===== config.mk =====
export PLATFORM = sky130hd
export DESIGN_NAME = lvdc_io_master
export DESIGN_NICKNAME = d
export VERILOG_FILES = /design/src/rtl/lvdc_io_pkg.sv /design/src/rtl/lvdc_io_master.sv
export SDC_FILE = /design/constraint.sdc
export NUM_CORES = 1
export LEC_CHECK = 0
export BUFFER_PORTS_ARGS = -buffer_cell sky130_fd_sc_hd__clkbuf_2
export CAP_MARGIN = 20
export CORE_UTILIZATION = 49
export CTS_CLUSTER_DIAMETER = 30
export DETAILED_ROUTE_END_ITERATION = 10
export GPL_TIMING_DRIVEN = 0
export PLACE_DENSITY = 0.84
export SLEW_MARGIN = 20
export SYNTH_ARGS = -nofsm -noshare
export SYNTH_HDL_FRONTEND = slang
export SYNTH_SLANG_ARGS = --single-unit

===== constraint.sdc =====
create_clock -name clk -period 2.4 [get_ports clk]
set_input_delay 0.12 -clock clk [delete_from_list [all_inputs] [get_ports clk]]
set_output_delay 0.12 -clock clk [all_outputs]
set_load 0.05 [all_outputs]

===== src/rtl/lvdc_io_pkg.sv =====
// Shared types and default sizing/timing for the LVDC parallel I/O bus master.
package lvdc_io_pkg;

   localparam int unsigned LVDC_IO_ADDR_W        = 13;
   localparam int unsigned LVDC_IO_DATA_W        = 26;
   localparam int unsigned LVDC_IO_SETUP_CYCLES  = 2;
   localparam int unsigned LVDC_IO_STROBE_CYCLES = 4;
   localparam int unsigned LVDC_IO_HOLD_CYCLES   = 2;
   localparam int unsigned LVDC_IO_WAIT_W        = 16;

   typedef enum logic [1:0] {
      IDLE   = 2'd0,
      SETUP  = 2'd1,
      STROBE = 2'd2,
      HOLD   = 2'd3
   } lvdc_io_state_e;

   function automatic int unsigned lvdc_io_max3(input int unsigned a, input int unsigned b,
                                                input int unsigned c);
      int unsigned m;
      m = (a > b) ? a : b;
      return (m > c) ? m : c;
   endfunction

endpackage


===== src/rtl/lvdc_io_master.sv =====
// CPU-side initiator turning single-cycle requests into timed nIOR/nIOW bus cycles.
// Build option LVDC_IO_WAIT_EN adds io_waitb stretching and the rsp_timeout abort.
module lvdc_io_master
   import lvdc_io_pkg::*;
#(
   parameter int unsigned ADDR_W        = LVDC_IO_ADDR_W,
   parameter int unsigned DATA_W        = LVDC_IO_DATA_W,
   parameter int unsigned SETUP_CYCLES  = LVDC_IO_SETUP_CYCLES,
   parameter int unsigned STROBE_CYCLES = LVDC_IO_STROBE_CYCLES,
   parameter int unsigned HOLD_CYCLES   = LVDC_IO_HOLD_CYCLES
) (
   input  logic              clk,
   input  logic              rstb,
   input  logic              req_valid,
   output logic              req_ready,
   input  logic              req_wr,
   input  logic [ADDR_W-1:0] req_addr,
   input  logic [DATA_W-1:0] req_wdata,
   output logic              rsp_valid,
   output logic [DATA_W-1:0] rsp_rdata,
   output logic [ADDR_W-1:0] io_addr,
   output logic [DATA_W-1:0] db_out,
   output logic              db_oe,
   input  logic [DATA_W-1:0] db_in,
   output logic              nIOR,
   output logic              nIOW,
`ifdef LVDC_IO_WAIT_EN
   input  logic              io_waitb,
   output logic              rsp_timeout,
`endif
   output logic              busy
);

   localparam int unsigned MAX_CYC = lvdc_io_max3(SETUP_CYCLES, STROBE_CYCLES, HOLD_CYCLES);
   localparam int unsigned CNT_W   = (MAX_CYC > 1) ? $clog2(MAX_CYC) : 1;
   localparam logic [CNT_W-1:0] SETUP_LD  = CNT_W'(SETUP_CYCLES - 1);
   localparam logic [CNT_W-1:0] STROBE_LD = CNT_W'(STROBE_CYCLES - 1);
   localparam logic [CNT_W-1:0] HOLD_LD   = CNT_W'(HOLD_CYCLES - 1);

   lvdc_io_state_e    state_q, state_d;
   logic [CNT_W-1:0]  cnt_q, cnt_d;
   logic              wr_q, wr_d;
   logic [ADDR_W-1:0] addr_d;
   logic [DATA_W-1:0] dout_d, rdata_d;
   logic              oe_d, nior_d, niow_d, rsp_valid_d, busy_d, ready_d;
`ifdef LVDC_IO_WAIT_EN
   logic [LVDC_IO_WAIT_W-1:0] wait_q, wait_d;
   logic                      tmo_q, tmo_d, rsp_timeout_d;
`endif

   // State and registered pin outputs
   always_ff @(posedge clk) begin
      if (!rstb) begin
         state_q   <= IDLE;
         cnt_q     <= '0;
         wr_q      <= 1'b0;
         io_addr   <= '0;
         db_out    <= '0;
         db_oe     <= 1'b0;
         nIOR      <= 1'b1;
         nIOW      <= 1'b1;
         rsp_valid <= 1'b0;
         rsp_rdata <= '0;
         busy      <= 1'b0;
         req_ready <= 1'b1;
`ifdef LVDC_IO_WAIT_EN
         wait_q      <= '0;
         tmo_q       <= 1'b0;
         rsp_timeout <= 1'b0;
`endif
      end else begin
         state_q   <= state_d;
         cnt_q     <= cnt_d;
         wr_q      <= wr_d;
         io_addr   <= addr_d;
         db_out    <= dout_d;
         db_oe     <= oe_d;
         nIOR      <= nior_d;
         nIOW      <= niow_d;
         rsp_valid <= rsp_valid_d;
         rsp_rdata <= rdata_d;
         busy      <= busy_d;
         req_ready <= ready_d;
`ifdef LVDC_IO_WAIT_EN
         wait_q      <= wait_d;
         tmo_q       <= tmo_d;
         rsp_timeout <= rsp_timeout_d;
`endif
      end
   end

   // Next-state and next-output logic sharing one phase down-counter
   always_comb begin
      state_d     = state_q;
      cnt_d       = cnt_q;
      wr_d        = wr_q;
      addr_d      = io_addr;
      dout_d      = db_out;
      oe_d        = db_oe;
      nior_d      = 1'b1;
      niow_d      = 1'b1;
      rsp_valid_d = 1'b0;
      rdata_d     = rsp_rdata;
`ifdef LVDC_IO_WAIT_EN
      wait_d        = wait_q;
      tmo_d         = tmo_q;
      rsp_timeout_d = 1'b0;
`endif
      case (state_q)
         IDLE: begin
            if (req_valid && req_ready) begin
               wr_d    = req_wr;
               addr_d  = req_addr;
               dout_d  = req_wdata;
               oe_d    = req_wr;
               cnt_d   = SETUP_LD;
               state_d = SETUP;
`ifdef LVDC_IO_WAIT_EN
               wait_d  = '0;
               tmo_d   = 1'b0;
`endif
            end
         end
         SETUP: begin
            if (cnt_q != '0) begin
               cnt_d = cnt_q - CNT_W'(1);
            end else begin
               nior_d  = wr_q;
               niow_d  = !wr_q;
               cnt_d   = STROBE_LD;
               state_d = STROBE;
            end
         end
         STROBE: begin
            nior_d = wr_q;
            niow_d = !wr_q;
            if (cnt_q != '0) begin
               cnt_d = cnt_q - CNT_W'(1);
`ifdef LVDC_IO_WAIT_EN
            end else if (!io_waitb && (wait_q != '1)) begin
               wait_d = wait_q + LVDC_IO_WAIT_W'(1);
`endif
            end else begin
               nior_d  = 1'b1;
               niow_d  = 1'b1;
               cnt_d   = HOLD_LD;
               state_d = HOLD;
               if (!wr_q) rdata_d = db_in;
`ifdef LVDC_IO_WAIT_EN
               // Responder never released the bus: flag it and return poison data
               if (!io_waitb) begin
                  rdata_d = '1;
                  tmo_d   = 1'b1;
               end
`endif
            end
         end
         HOLD: begin
            if (cnt_q != '0) begin
               cnt_d = cnt_q - CNT_W'(1);
            end else begin
               rsp_valid_d = 1'b1;
               oe_d        = 1'b0;
               state_d     = IDLE;
`ifdef LVDC_IO_WAIT_EN
               rsp_timeout_d = tmo_q;
               tmo_d         = 1'b0;
`endif
            end
         end
         default: state_d = IDLE;
      endcase
      busy_d  = (state_d != IDLE);
      ready_d = (state_d == IDLE);
   end

endmodule


==> metrics.json, run 1 <==
{
  "result_of_the_run": {"value": "finished, final reports clean"},
  "hold_path.startpoint": {"value": "db_in[6]"},
  "htree_num_levels": {"value": 3},
  "synth.avg_cell_area": {"value": 8.180, "unit": "µm²"},
  "drt-pass1-iter-count": {"value": 4},
  "worst_setup_path_start_kind": {"value": "flop"},
  "overflow": {"value": 0},
  "clock_tree_from_tritoncts": {"value": "yes"},
  "yosysWarnings": {"value": 0},
  "met3_length": {"value": 597, "unit": "µm"},
  "final_layout_size_suffix_gt1_share": {"value": 31.74, "unit": "%"},
  "finalHoldViolCount": {"value": 0},
  "setup_viol_count_final": {"value": 0},
  "postSynthRegisterBits": {"value": 76},
  "ctsResizeCount": {"value": 0},
  "cp_max_fo": {"value": 10},
  "syn_area": {"value": 2904, "unit": "µm²"},
  "whs": {"value": 0.008250, "unit": "ns"},
  "met2RoutedLength": {"value": 4.609, "unit": "mm"},
  "worst_slew_margin_relative_to_its_limit": {"value": 63.12, "unit": "%"},
  "critPathArrivalTime": {"value": 1.98, "unit": "ns"},
  "die_width": {"value": 78.99, "unit": "µm"},
  "synthCells": {"value": 355},
  "fp-row-count": {"value": 27},
  "final_cell_area": {"value": 4484, "unit": "µm²"},
  "timing.reg2reg.setup_slack": {"value": 0.68, "unit": "ns"},
  "timing.rr.end": {"value": "db_out[6]$_SDFFE_PN0P_"},
  "route.top_layer_used": {"value": "met4"},
  "critical_path.cell_chain": {"value": "inv_1, ha_1, nand3_1, buf_1, nand2_1, a21oi_1"},
  "globalplace.congestion": {"value": 0.8390},
  "critical_path_buf_inv_count": {"value": 2},
  "finalSetupTns": {"value": 0, "unit": "ns"},
  "die_area": {"value": 6239, "unit": "µm²"},
  "final_nets": {"value": 636},
  "ys_async_sr_fraction": {"value": 0, "unit": "%"},
  "grt_antenna_before_repair": {"value": 0},
  "detail_route.wirelength": {"value": 8.987, "unit": "mm"},
  "critPathTopFamily": {"value": "buffers and inverters"},
  "number_of_max_slew_violations_in_the_final_report": {"value": 0},
  "skew_pair_late_insertion_delay": {"value": 0.35, "unit": "ns"},
  "r2r-start": {"value": "state_q[1]$_SDFF_PN0_"},
  "floorplan.initialDensity": {"value": 51.78, "unit": "%"},
  "timing.critical_path.slowest_cell_delay": {"value": 0.41, "unit": "ns"},
  "hold_path_depth": {"value": 3},
  "hold_end": {"value": "rsp_rdata[6]$_SDFFE_PN0P_"},
  "cellPowerDensity": {"value": 1128, "unit": "nW/µm²"},
  "drc": {"value": 0},
  "reg2reg_depth": {"value": 6},
  "cts_sink_count": {"value": 76},
  "synthesis.nets": {"value": 431},
  "final_cycle_utilization_of_the_critical_path": {"value": 71.63, "unit": "%"},
  "final_worst_clock_skew": {"value": 0.01140, "unit": "ns"},
  "cts-root-buf": {"value": "sky130_fd_sc_hd__clkbuf_8"},
  "timing.hold.worst.class": {"value": "in -> reg"},
  "post_cts.repair.setup_buffers": {"value": 0},
  "global_route.usage.total": {"value": 29.28, "unit": "%"},
  "first_pass_grt_wire_length": {"value": 13.88, "unit": "mm"},
  "floorplan.die.height": {"value": 78.99, "unit": "µm"},
  "drt-wirelength-per-cell": {"value": 14.13, "unit": "µm"},
  "pin_count_of_the_biggest_net_entering_global_routing": {"value": 13},
  "required_time_of_the_worst_setup_path": {"value": 2.67, "unit": "ns"},
  "power.ir.vdd_worst": {"value": 727.2, "unit": "µV"},
  "fp.coreArea": {"value": 5608, "unit": "µm²"},
  "detail_route.vias_per_cell": {"value": 4.989},
  "pin_count": {"value": 140},
  "ctsHoldBuffers": {"value": 55},
  "achievable-frequency": {"value": 581.7, "unit": "MHz"},
  "count_of_routing_violations_after_the_opening_detailed_route_iteration": {"value": 147},
  "total_number_of_vias": {"value": 3173},
  "synth_enable_flop_cells": {"value": 0},
  "dpl-instance-area": {"value": 3685, "unit": "µm²"},
  "post_synth_num_cell_types": {"value": 40},
  "grt_setup_unrepaired": {"value": "no"},
  "number_of_global_route_vias_before_repair": {"value": 3088},
  "crit_type": {"value": "reg -> reg"},
  "cpMaxStageDelayCell": {"value": "sky130_fd_sc_hd__dfxtp_1"},
  "max-clock-path-buffers": {"value": 2},
  "max_cap_violations": {"value": 0},
  "post-route-util": {"value": 79.96, "unit": "%"},
  "clk_transition_reported_paths": {"value": 0.08, "unit": "ns"},
  "ant_nets": {"value": 0},
  "cts_buffers": {"value": 9},
  "antenna-diode-count": {"value": 0},
  "leakage": {"value": 2.028, "unit": "nW"},
  "flip_flop_cell_with_the_highest_count_after_synthesis": {"value": "sky130_fd_sc_hd__dfxtp_1"},
  "syn_to_final_growth": {"value": 54.42, "unit": "%"},
  "ys_seq_area_share": {"value": 52.39, "unit": "%"},
  "setup.worst_path.end_class": {"value": "flop"},
  "dp.final_hpwl": {"value": 5.521, "unit": "mm"},
  "period_needed": {"value": 1.719, "unit": "ns"},
  "wirelength_met1": {"value": 3.445, "unit": "mm"},
  "max_slew.worst_pin.slew": {"value": 0.5532, "unit": "ns"},
  "buffer_ports.inserted": {"value": 138}
}
per-layer routing:
layer | up-vias | global-route usage, %
met1 | 1438 | 29.47
met2 | 133 | 53.62
met5 | - | 0
li1 | 1569 | -
met4 | 0 | 17.45
met3 | 33 | 7.701
worst register-to-register path, delay by kind of cell (launching register included):
family                     cells  cell delay, ns
AOI/OAI and AO/OA              1            0.19
DFF                            1            0.41
adders and majority gates      1            0.25
buffers and inverters          2            0.47
and+or+nand+nor                2            0.32
metrics by stage:
stage                     cells  setup slack [ns]  total power [mW]
after floorplan             355             1.007             3.303
after global placement      565            0.8016             3.748
after detailed placement    565            0.7277             3.800
after CTS                   635            0.6731             5.038
after global routing        636            0.5360             5.310
final                       636            0.6808             5.058
cell families after synthesis:
group / Yosys count / synth area share, %
flip-flops: 76 / 52.39
adder cells (fa/ha/maj): 7 / 3.016
buffers and inverters: 32 / 5.773
AO/OA/AOI/OAI: 84 / 16.72
multiplexers: 1 / 0.3877
AND/OR/NAND/NOR: 155 / 21.72
flip-flops by register name (all words and copies together) (netlist names):
register,count
wr_q,1
state_q,2
busy,1
io_addr,13
req_ready,1
db_oe,1
nIOR,1
nIOW,1
db_out,26
rsp_rdata,26
cnt_q,2
rsp_valid,1
worst max path at each step:
| stage | from | end | depth (start not counted) |
|---|---|---|---|
| after floorplan | req_ready$_SDFF_PN1_ | cnt_q[1]$_SDFFE_PN0P_ | 3 |
| after global placement | state_q[1]$_SDFF_PN0_ | io_addr[10]$_SDFFE_PN0P_ | 6 |
| after detailed placement | state_q[1]$_SDFF_PN0_ | io_addr[2]$_SDFFE_PN0P_ | 6 |
| after CTS | state_q[1]$_SDFF_PN0_ | io_addr[8]$_SDFFE_PN0P_ | 6 |
| after global routing | state_q[1]$_SDFF_PN0_ | io_addr[8]$_SDFFE_PN0P_ | 6 |
| final | state_q[1]$_SDFF_PN0_ | db_out[6]$_SDFFE_PN0P_ | 6 |
cell usage in the layout, fill, tap and decap left out, types with 2 or more instances in the layout:
cell type	instances
sky130_fd_sc_hd__nand2_1	134
sky130_fd_sc_hd__dfxtp_1	76
sky130_fd_sc_hd__clkbuf_2	139
sky130_fd_sc_hd__inv_1	5
sky130_fd_sc_hd__bufinv_16	3
sky130_fd_sc_hd__nand3_1	3
sky130_fd_sc_hd__ha_1	7
sky130_fd_sc_hd__nand4b_1	2
sky130_fd_sc_hd__nor2_1	7
sky130_fd_sc_hd__clkbuf_8	10
sky130_fd_sc_hd__dlygate4sd3_1	56
sky130_fd_sc_hd__a21oi_1	68
sky130_fd_sc_hd__buf_4	8
sky130_fd_sc_hd__buf_1	2
sky130_fd_sc_hd__buf_2	7
sky130_fd_sc_hd__clkbuf_1	8
sky130_fd_sc_hd__o21bai_1	2
layout make-up:
cell class / instances / area, µm²
plain buffers: 26 / 145.1
well taps: 72 / 90.09
flip-flops and latches: 76 / 1521
clock inverters: 4 / 97.59
clock buffers: 11 / 141.4
inverters: 6 / 22.52
fillers: 351 / 1124
repair buffers: 194 / 1251
multi-input cells: 247 / 1215
synthesized netlist by cell type (all sizes together) (2+ instances only):
| cell | count | area [µm²] |
|---|---|---|
| buf | 18 | 113.9 |
| nand3 | 3 | 15.01 |
| ha | 7 | 87.58 |
| clkbuf | 8 | 31.28 |
| o21bai | 2 | 15.01 |
| nand2 | 135 | 509.2 |
| inv | 6 | 22.52 |
| a21oi | 68 | 340.3 |
| o211ai | 2 | 20.02 |
| nor2 | 7 | 26.28 |
| nand4b | 2 | 17.52 |
| dfxtp | 76 | 1521 |
report_power, final:
part | total (mW) | switching, mW | internal (mW)
sequential | 1.67 | 0.156 | 1.52
combinational | 2.22 | 1.56 | 0.655
clock | 1.17 | 0.452 | 0.714
(Power assumes the default switching activity.)
==> run 2: changes to the inputs <==
CORE_UTILIZATION = 41   (was 49)
PLACE_DENSITY = 0.75   (was 0.84)
clock period = 1.56 ns   (was 2.4 ns; I/O delays follow)
==> run 2 against run 1 <==
  * Combinational power grew 59%
  * Sequential cell count is the same
  * Die area grew 19%
  * Register-to-register slack lost 0.60 ns
  * Global-route usage shrank 5.3 points
  * First-iteration DRC count shrank 65%
  * Critical endpoint is now rsp_rdata[9]$_SDFFE_PN0P_
  * Sequential share of layout area shrank 1.1 points
  * Worst hold slack gained 0.22 ns
  * Core utilization shrank 12 points
  * Fmax grew 16%
  * Setup slack lost 0.60 ns
  * Largest power group unchanged
==> metrics.json, run 2 (same netlist as run 1, synthesis figures left out) <==
{
  "multi_input_area": {"value": 1246, "unit": "µm²", "change": "+2.6%"},
  "fp-row-count": {"value": 30, "change": "+11%"},
  "buffer_ports.inserted": {"value": 138, "change": "unchanged"},
  "detail_route.vias_per_cell": {"value": 4.781, "change": "-4.2%"},
  "count_of_routing_violations_after_the_opening_detailed_route_iteration": {"value": 51, "change": "-65%"},
  "timing.reg2reg.setup_slack": {"value": 0.08, "unit": "ns", "change": "-0.60 ns"},
  "cpMaxStageDelayCell": {"value": "sky130_fd_sc_hd__dfxtp_1"},
  "fp.coreArea": {"value": 6832, "unit": "µm²", "change": "+22%"},
  "number_of_max_slew_violations_in_the_final_report": {"value": 0, "change": "unchanged"},
  "finalSetupTns": {"value": 0, "unit": "ns", "change": "unchanged"},
  "drc": {"value": 0, "change": "unchanged"},
  "period_needed": {"value": 1.484, "unit": "ns", "change": "-0.2355 ns"},
  "detail_route.wirelength": {"value": 8.956, "unit": "mm", "change": "-0.34%"},
  "cts_sink_count": {"value": 76, "change": "unchanged"},
  "cts-root-buf": {"value": "sky130_fd_sc_hd__clkbuf_8"},
  "setup.worst_path.end_class": {"value": "flop"},
  "drt-wirelength-per-cell": {"value": 13.33, "unit": "µm", "change": "-5.7%"},
  "critical_path.cell_chain": {"value": "inv_2, ha_1, and3b_1, buf_4, buf_4, nand2_1, a21oi_1"},
  "clock_tree_from_tritoncts": {"value": "yes"},
  "dp.cells": {"value": 589, "change": "+4.2%"},
  "finalHoldViolCount": {"value": 0, "change": "unchanged"},
  "number_of_global_route_vias_before_repair": {"value": 3122, "change": "+1.1%"},
  "cellPowerDensity": {"value": 1651, "unit": "nW/µm²", "change": "+46%"},
  "result_of_the_run": {"value": "finished, final reports clean"},
  "htree_num_levels": {"value": 3, "change": "unchanged"},
  "final_worst_clock_skew": {"value": 0.008202, "unit": "ns", "change": "-0.003195 ns"},
  "skew_pair_late_insertion_delay": {"value": 0.33, "unit": "ns", "change": "-0.02 ns"},
  "critical_path_buf_inv_count": {"value": 3, "change": "+1"},
  "filler_cell_count": {"value": 541, "change": "+54%"},
  "ant_nets": {"value": 0, "change": "unchanged"},
  "final_cell_area": {"value": 4647, "unit": "µm²", "change": "+3.6%"},
  "floorplan.initialDensity": {"value": 42.51, "unit": "%", "change": "-9.3 points"},
  "cts_buffers": {"value": 9, "change": "unchanged"},
  "syn_to_final_growth": {"value": 60.02, "unit": "%"},
  "dp.final_hpwl": {"value": 5.562, "unit": "mm", "change": "+0.76%"},
  "final_layout_size_suffix_gt1_share": {"value": 33.16, "unit": "%", "change": "+1.4 points"},
  "final_nets": {"value": 647, "change": "+1.7%"},
  "required_time_of_the_worst_setup_path": {"value": 1.76, "unit": "ns", "change": "-0.91 ns"},
  "drt-pass1-iter-count": {"value": 4, "change": "unchanged"},
  "timing.critical_path.slowest_cell_delay": {"value": 0.37, "unit": "ns", "change": "-0.04 ns"},
  "clk_transition_reported_paths": {"value": 0.08, "unit": "ns", "change": "about the same"},
  "dpl-instance-area": {"value": 3715, "unit": "µm²", "change": "+0.81%"},
  "max-clock-path-buffers": {"value": 2, "change": "unchanged"},
  "fin_cells": {"value": 672, "change": "+5.7%"},
  "achievable-frequency": {"value": 674.0, "unit": "MHz", "change": "+16%"},
  "worst_slew_margin_relative_to_its_limit": {"value": 63.82, "unit": "%", "change": "+0.70 points"},
  "layout.cells.most_common": {"value": "sky130_fd_sc_hd__clkbuf_2"},
  "overflow": {"value": 0, "change": "unchanged"},
  "post_cts.repair.setup_buffers": {"value": 0, "change": "unchanged"},
  "total_number_of_vias": {"value": 3213, "change": "+1.3%"},
  "setup_viol_count_final": {"value": 0, "change": "unchanged"},
  "dominant_cell_type_by_count_on_the_critical_path": {"value": "sky130_fd_sc_hd__buf_4"},
  "die_area": {"value": 7424, "unit": "µm²", "change": "+19%"},
  "worst_setup_path_start_kind": {"value": "flop"},
  "first_pass_grt_wire_length": {"value": 14.01, "unit": "mm", "change": "+0.95%"},
  "final_cycle_utilization_of_the_critical_path": {"value": 95.10, "unit": "%", "change": "+23 points"},
  "place_ws": {"value": -0.1205, "unit": "ns", "change": "-0.8482 ns"},
  "grt_antenna_before_repair": {"value": 0, "change": "unchanged"},
  "cp_max_fo": {"value": 10, "change": "unchanged"},
  "global_route.usage.total": {"value": 23.99, "unit": "%", "change": "-5.3 points"},
  "leakage": {"value": 2.095, "unit": "nW", "change": "+3.3%"},
  "max_slew.worst_pin.slew": {"value": 0.5426, "unit": "ns", "change": "-0.01052 ns"},
  "pin_count_of_the_biggest_net_entering_global_routing": {"value": 13, "change": "unchanged"},
  "crit_type": {"value": "reg -> reg"},
  "timing.hold.worst.class": {"value": "in -> reg"},
  "max_cap_violations": {"value": 0, "change": "unchanged"},
  "setup_slack": {"value": 0.07637, "unit": "ns", "change": "-0.6045 ns"},
  "power.ir.vdd_worst": {"value": 1011, "unit": "µV", "change": "+39%"},
  "pin_count": {"value": 140, "change": "unchanged"},
  "floorplan.die.height": {"value": 86.16, "unit": "µm", "change": "+9.1%"},
  "critPathArrivalTime": {"value": 1.68, "unit": "ns", "change": "-0.30 ns"},
  "antenna-diode-count": {"value": 0, "change": "unchanged"},
  "critPathTopFamily": {"value": "buffers and inverters"},
  "die_width": {"value": 86.16, "unit": "µm", "change": "+9.1%"},
  "most-common-layout-cells": {"value": "sky130_fd_sc_hd__clkbuf_2 (141), sky130_fd_sc_hd__nand2_1 (134), sky130_fd_sc_hd__dfxtp_1 (74)"},
  "register_area": {"value": 1524, "unit": "µm²", "change": "+0.16%"},
  "layout_top_registers": {"value": "db_out x26, rsp_rdata x26, io_addr x13"},
  "globalplace.congestion": {"value": 0.7944, "change": "-5.3%"}
}
-- run 2: worst paths after layout --
kind	startpoint	to	cells past startpoint
min reg2reg	db_out[0]$_SDFFE_PN0P_	db_out[0]$_SDFFE_PN0P_	2
max	state_q[0]$_SDFF_PN0_	rsp_rdata[9]$_SDFFE_PN0P_	7
min	req_valid	state_q[1]$_SDFF_PN0_	4
max reg2reg	state_q[0]$_SDFF_PN0_	rsp_rdata[9]$_SDFFE_PN0P_	7
-- run 2: through the flow --
step	utilization (%)	hold WS, ns	power (mW)
5_1_grt	68.02	0.2863	8.080
6_report	68.02	0.2325	7.671
3_3_place_gp	54.38	0.3011	5.775
4_1_cts	67.47	0.1755	7.559
2_1_floorplan	-	0.2140	5.082
3_5_place_dp	54.38	0.3073	5.857
-- run 2: power by group --
group	switching [mW]	internal [mW]	leakage, nW
registers	0.235	2.34	0.620
logic	2.43	1.11	1.36
clock network	0.688	0.872	0.110
-- run 2: area by class of cell --
cell class,instances,share of cell area (%)
Buffer,26,3.446
Clock buffer,13,3.635
Clock inverter,3,0.9424
Inverter,6,0.4847
Multi-Input combinational cell,247,26.82
Sequential cell,76,32.79
Tap cell,96,2.585
Timing Repair Buffer,205,29.29
-- run 2: worst min-delay path: stages --
cell	delay, ns
sky130_fd_sc_hd__clkbuf_2	0.12
sky130_fd_sc_hd__nand3_1	0.16
sky130_fd_sc_hd__o211ai_2	0.13
sky130_fd_sc_hd__nor2_1	0.04
-- run 2: timing repair --
action	in CTS	in global routing
gates cloned	0	0
gates resized for setup	7	11
hold buffers	67	0
setup endpoints to repair	42	64
hold endpoints to repair	67	0
-- run 2: per-layer routing --
| metal | wire length (µm) | GRT usage [%] |
|---|---|---|
| met5 | 0 | 0 |
| met4 | 240 | 10.30 |
| met3 | 495 | 5.005 |
| met2 | 4555 | 45.38 |
| met1 | 3665 | 25.51 |
==> run 3: changes to the inputs <==
CORE_MARGIN = 3   (was not set)
==> run 3 against run 2 <==
  * Fmax increased by 2.1%
  * Largest power group unchanged
  * Clock power decreased by 6%
  * Sequential power about the same
  * Largest cell class is now buffers
==> metrics.json, run 3 (same netlist as run 1, synthesis figures left out) <==
{
  "worst_setup_path_start_kind": {"value": "flop"},
  "cts_sink_count": {"value": 76, "change": "unchanged"},
  "total_number_of_vias": {"value": 3218, "change": "+0.16%"},
  "critPathArrivalTime": {"value": 1.68, "unit": "ns", "change": "about the same"},
  "pwr-share-seq": {"value": 33.9, "unit": "%", "change": "+0.4 points"},
  "cpMaxStageDelayCell": {"value": "sky130_fd_sc_hd__mux2_2"},
  "timing.critical_path.slowest_cell_delay": {"value": 0.36, "unit": "ns", "change": "about the same"},
  "cts-root-buf": {"value": "sky130_fd_sc_hd__clkbuf_8"},
  "number_of_global_route_vias_before_repair": {"value": 3220, "change": "+3.1%"},
  "critical_path_buf_inv_count": {"value": 2, "change": "-1"},
  "r2r-start": {"value": "cnt_q[0]$_SDFFE_PN0P_"},
  "met3_length": {"value": 594, "unit": "µm", "change": "+20%"},
  "post-route-util": {"value": 67.88, "unit": "%", "change": "-0.15 points"},
  "max_cap_violations": {"value": 0, "change": "unchanged"},
  "globalplace.congestion": {"value": 0.7863, "change": "-1.0%"},
  "count_of_routing_violations_after_the_opening_detailed_route_iteration": {"value": 132, "change": "+160%"},
  "die_width": {"value": 90.16, "unit": "µm", "change": "+4.6%"},
  "grt_setup_unrepaired": {"value": "no"},
  "achievable-frequency": {"value": 688.4, "unit": "MHz", "change": "+2.1%"},
  "critical_path.cell_chain": {"value": "inv_1, ha_1, buf_4, mux2_2, o22ai_1, nand3_1"},
  "power.switching_fraction": {"value": 44.61, "unit": "%", "change": "+0.92 points"},
  "ant_nets": {"value": 0, "change": "unchanged"},
  "hold_path_depth": {"value": 4, "change": "unchanged"},
  "floorplan.initialDensity": {"value": 42.51, "unit": "%", "change": "unchanged"},
  "power_dissipated_by_switching_net_loads": {"value": 3.380, "unit": "mW", "change": "+0.84%"},
  "fin_cells": {"value": 672, "change": "unchanged"},
  "cts_buffers": {"value": 9, "change": "unchanged"},
  "final_layout_size_suffix_gt1_share": {"value": 33.33, "unit": "%", "change": "+0.17 points"},
  "power.ir.vdd_worst": {"value": 941.7, "unit": "µV", "change": "-6.9%"},
  "clock_tree_from_tritoncts": {"value": "yes"},
  "worst_slew_margin_relative_to_its_limit": {"value": 63.18, "unit": "%", "change": "-0.65 points"},
  "detail_route.vias_per_cell": {"value": 4.789, "change": "+0.16%"},
  "layout.cells.most_common": {"value": "sky130_fd_sc_hd__clkbuf_2"},
  "detail_route.wirelength": {"value": 9.186, "unit": "mm", "change": "+2.6%"},
  "clk_transition_reported_paths": {"value": 0.07, "unit": "ns", "change": "about the same"},
  "dp.cells": {"value": 589, "change": "unchanged"},
  "share_clk_of_total_power": {"value": 19.4, "unit": "%", "change": "-0.9 points"},
  "drc": {"value": 0, "change": "unchanged"},
  "drt-pass1-iter-count": {"value": 4, "change": "unchanged"},
  "grt_antenna_before_repair": {"value": 0, "change": "unchanged"},
  "drt-wirelength-per-cell": {"value": 13.67, "unit": "µm", "change": "+2.6%"},
  "place_ws": {"value": -0.1575, "unit": "ns", "change": "-0.03693 ns"},
  "number_of_max_slew_violations_in_the_final_report": {"value": 0, "change": "unchanged"},
  "antenna-diode-count": {"value": 0, "change": "unchanged"},
  "first_pass_grt_wire_length": {"value": 15.35, "unit": "mm", "change": "+9.6%"},
  "wirelength_met1": {"value": 3.703, "unit": "mm", "change": "+1.0%"},
  "combinationalPowerShare": {"value": 46.7, "unit": "%", "change": "+0.6 points"},
  "cp_max_fo": {"value": 10, "change": "unchanged"},
  "post_cts.repair.setup_buffers": {"value": 0, "change": "unchanged"},
  "result_of_the_run": {"value": "finished, final reports clean"},
  "floorplan.die.height": {"value": 90.16, "unit": "µm", "change": "+4.6%"},
  "overflow": {"value": 0, "change": "unchanged"},
  "final_worst_clock_skew": {"value": 0.006638, "unit": "ns", "change": "-0.001565 ns"},
  "most-common-layout-cells": {"value": "sky130_fd_sc_hd__clkbuf_2 (140), sky130_fd_sc_hd__nand2_1 (134), sky130_fd_sc_hd__dfxtp_1 (73)"},
  "timing.rr.end": {"value": "nIOR$_SDFF_PN1_"},
  "final_cycle_utilization_of_the_critical_path": {"value": 93.11, "unit": "%", "change": "-2.0 points"},
  "crit_type": {"value": "reg -> reg"},
  "dp.final_hpwl": {"value": 5.696, "unit": "mm", "change": "+2.4%"},
  "fin_total_pwr": {"value": 7.576, "unit": "mW", "change": "-1.2%"},
  "skew_pair_late_insertion_delay": {"value": 0.35, "unit": "ns", "change": "+0.02 ns"},
  "max_slew.worst_pin.slew": {"value": 0.5524, "unit": "ns", "change": "+0.009721 ns"},
  "met2RoutedLength": {"value": 4.580, "unit": "mm", "change": "+0.55%"},
  "required_time_of_the_worst_setup_path": {"value": 1.79, "unit": "ns", "change": "+0.03 ns"},
  "setup_slack": {"value": 0.1074, "unit": "ns", "change": "+0.03106 ns"},
  "setup.worst_path.end_class": {"value": "flop"},
  "critPathTopFamily": {"value": "multiplexers"},
  "layout_top_registers": {"value": "db_out x26, rsp_rdata x26, io_addr x13"},
  "cellPowerDensity": {"value": 1634, "unit": "nW/µm²", "change": "-1.0%"},
  "period_needed": {"value": 1.453, "unit": "ns", "change": "-0.03106 ns"},
  "final_cell_area": {"value": 4637, "unit": "µm²", "change": "-0.22%"},
  "setup.worst_path.start": {"value": "cnt_q[0]$_SDFFE_PN0P_"},
  "whs": {"value": 0.1896, "unit": "ns", "change": "-0.04297 ns"},
  "finalSetupTns": {"value": 0, "unit": "ns", "change": "unchanged"},
  "die_area": {"value": 8129, "unit": "µm²", "change": "+9.5%"},
  "hold_path.startpoint": {"value": "req_valid"},
  "cellInternalPower": {"value": 4.196, "unit": "mW", "change": "-2.9%"},
  "dpl-instance-area": {"value": 3715, "unit": "µm²", "change": "unchanged"},
  "buffer_ports.inserted": {"value": 138, "change": "unchanged"},
  "timing.hold.worst.class": {"value": "in -> reg"},
  "pin_count": {"value": 140, "change": "unchanged"},
  "final_nets": {"value": 647, "change": "unchanged"},
  "reg2reg_depth": {"value": 6, "change": "-1"},
  "global_route.usage.total": {"value": 23.12, "unit": "%", "change": "-0.87 points"},
  "setup_viol_count_final": {"value": 0, "change": "unchanged"},
  "finalHoldViolCount": {"value": 0, "change": "unchanged"},
  "pin_count_of_the_biggest_net_entering_global_routing": {"value": 14, "change": "+1"},
  "hold_end": {"value": "state_q[1]$_SDFF_PN0_"},
  "timing.reg2reg.setup_slack": {"value": 0.11, "unit": "ns", "change": "+0.03 ns"},
  "syn_to_final_growth": {"value": 59.67, "unit": "%"},
  "max-clock-path-buffers": {"value": 2, "change": "unchanged"},
  "fp-row-count": {"value": 30, "change": "unchanged"},
  "fp.coreArea": {"value": 6832, "unit": "µm²", "change": "unchanged"},
  "htree_num_levels": {"value": 3, "change": "unchanged"},
  "route.top_layer_used": {"value": "met4"},
  "leakage": {"value": 2.081, "unit": "nW", "change": "-0.62%"}
}
==> run 3: what timing repair did <==
action,in CTS,in global routing
cloned,0,0
resized for setup,6,17
hold buffers,67,0
endpoints found under the setup margin,42,67
endpoints found under the hold margin,69,0
==> run 3: cell type report <==
class                   count  area, µm²
fillers                   570       2195
flip-flops and latches     76       1525
repair buffers            205       1361
multi-input cells         247       1246
plain buffers              26      170.2
clock buffers              10      127.6
well taps                  96      120.1
clock inverters             6      63.81
inverters                   6      22.52
==> run 3: how the worst max path moves through the flow <==
stage	end	cells past startpoint	slack (ns)
CTS	io_addr[7]$_SDFFE_PN0P_	7	0.004
finish	nIOR$_SDFF_PN1_	6	0.11
global placement	io_addr[10]$_SDFFE_PN0P_	6	-0.09
floorplan	cnt_q[1]$_SDFFE_PN0P_	3	0.17
global route	cnt_q[1]$_SDFFE_PN0P_	6	0.002
detailed placement	io_addr[12]$_SDFFE_PN0P_	6	-0.16
==> run 3: metal layers <==
layer	up-vias	GRT usage (%)
met1	1448	26.11
met4	0	12.37
met5	-	0
met3	31	5.439
met2	144	40.20
li1	1595	-
==> run 3: power groups by stage <==
stage               Clock (mW)  Combinational, mW  Sequential (mW)
CTS                       1.51               3.42             2.55
floorplan                    0               1.30             3.78
finish                    1.47               3.54             2.57
global placement             0               3.22             2.57
detailed placement           0               3.26             2.59
global route              1.61               3.82             2.62
==> run 3: worst min-delay path, cell delays in order <==
cell and delay (ns):
sky130_fd_sc_hd__clkbuf_2 0.12, sky130_fd_sc_hd__nand3_1 0.14, sky130_fd_sc_hd__o211ai_2 0.12, sky130_fd_sc_hd__nor2_1 0.04
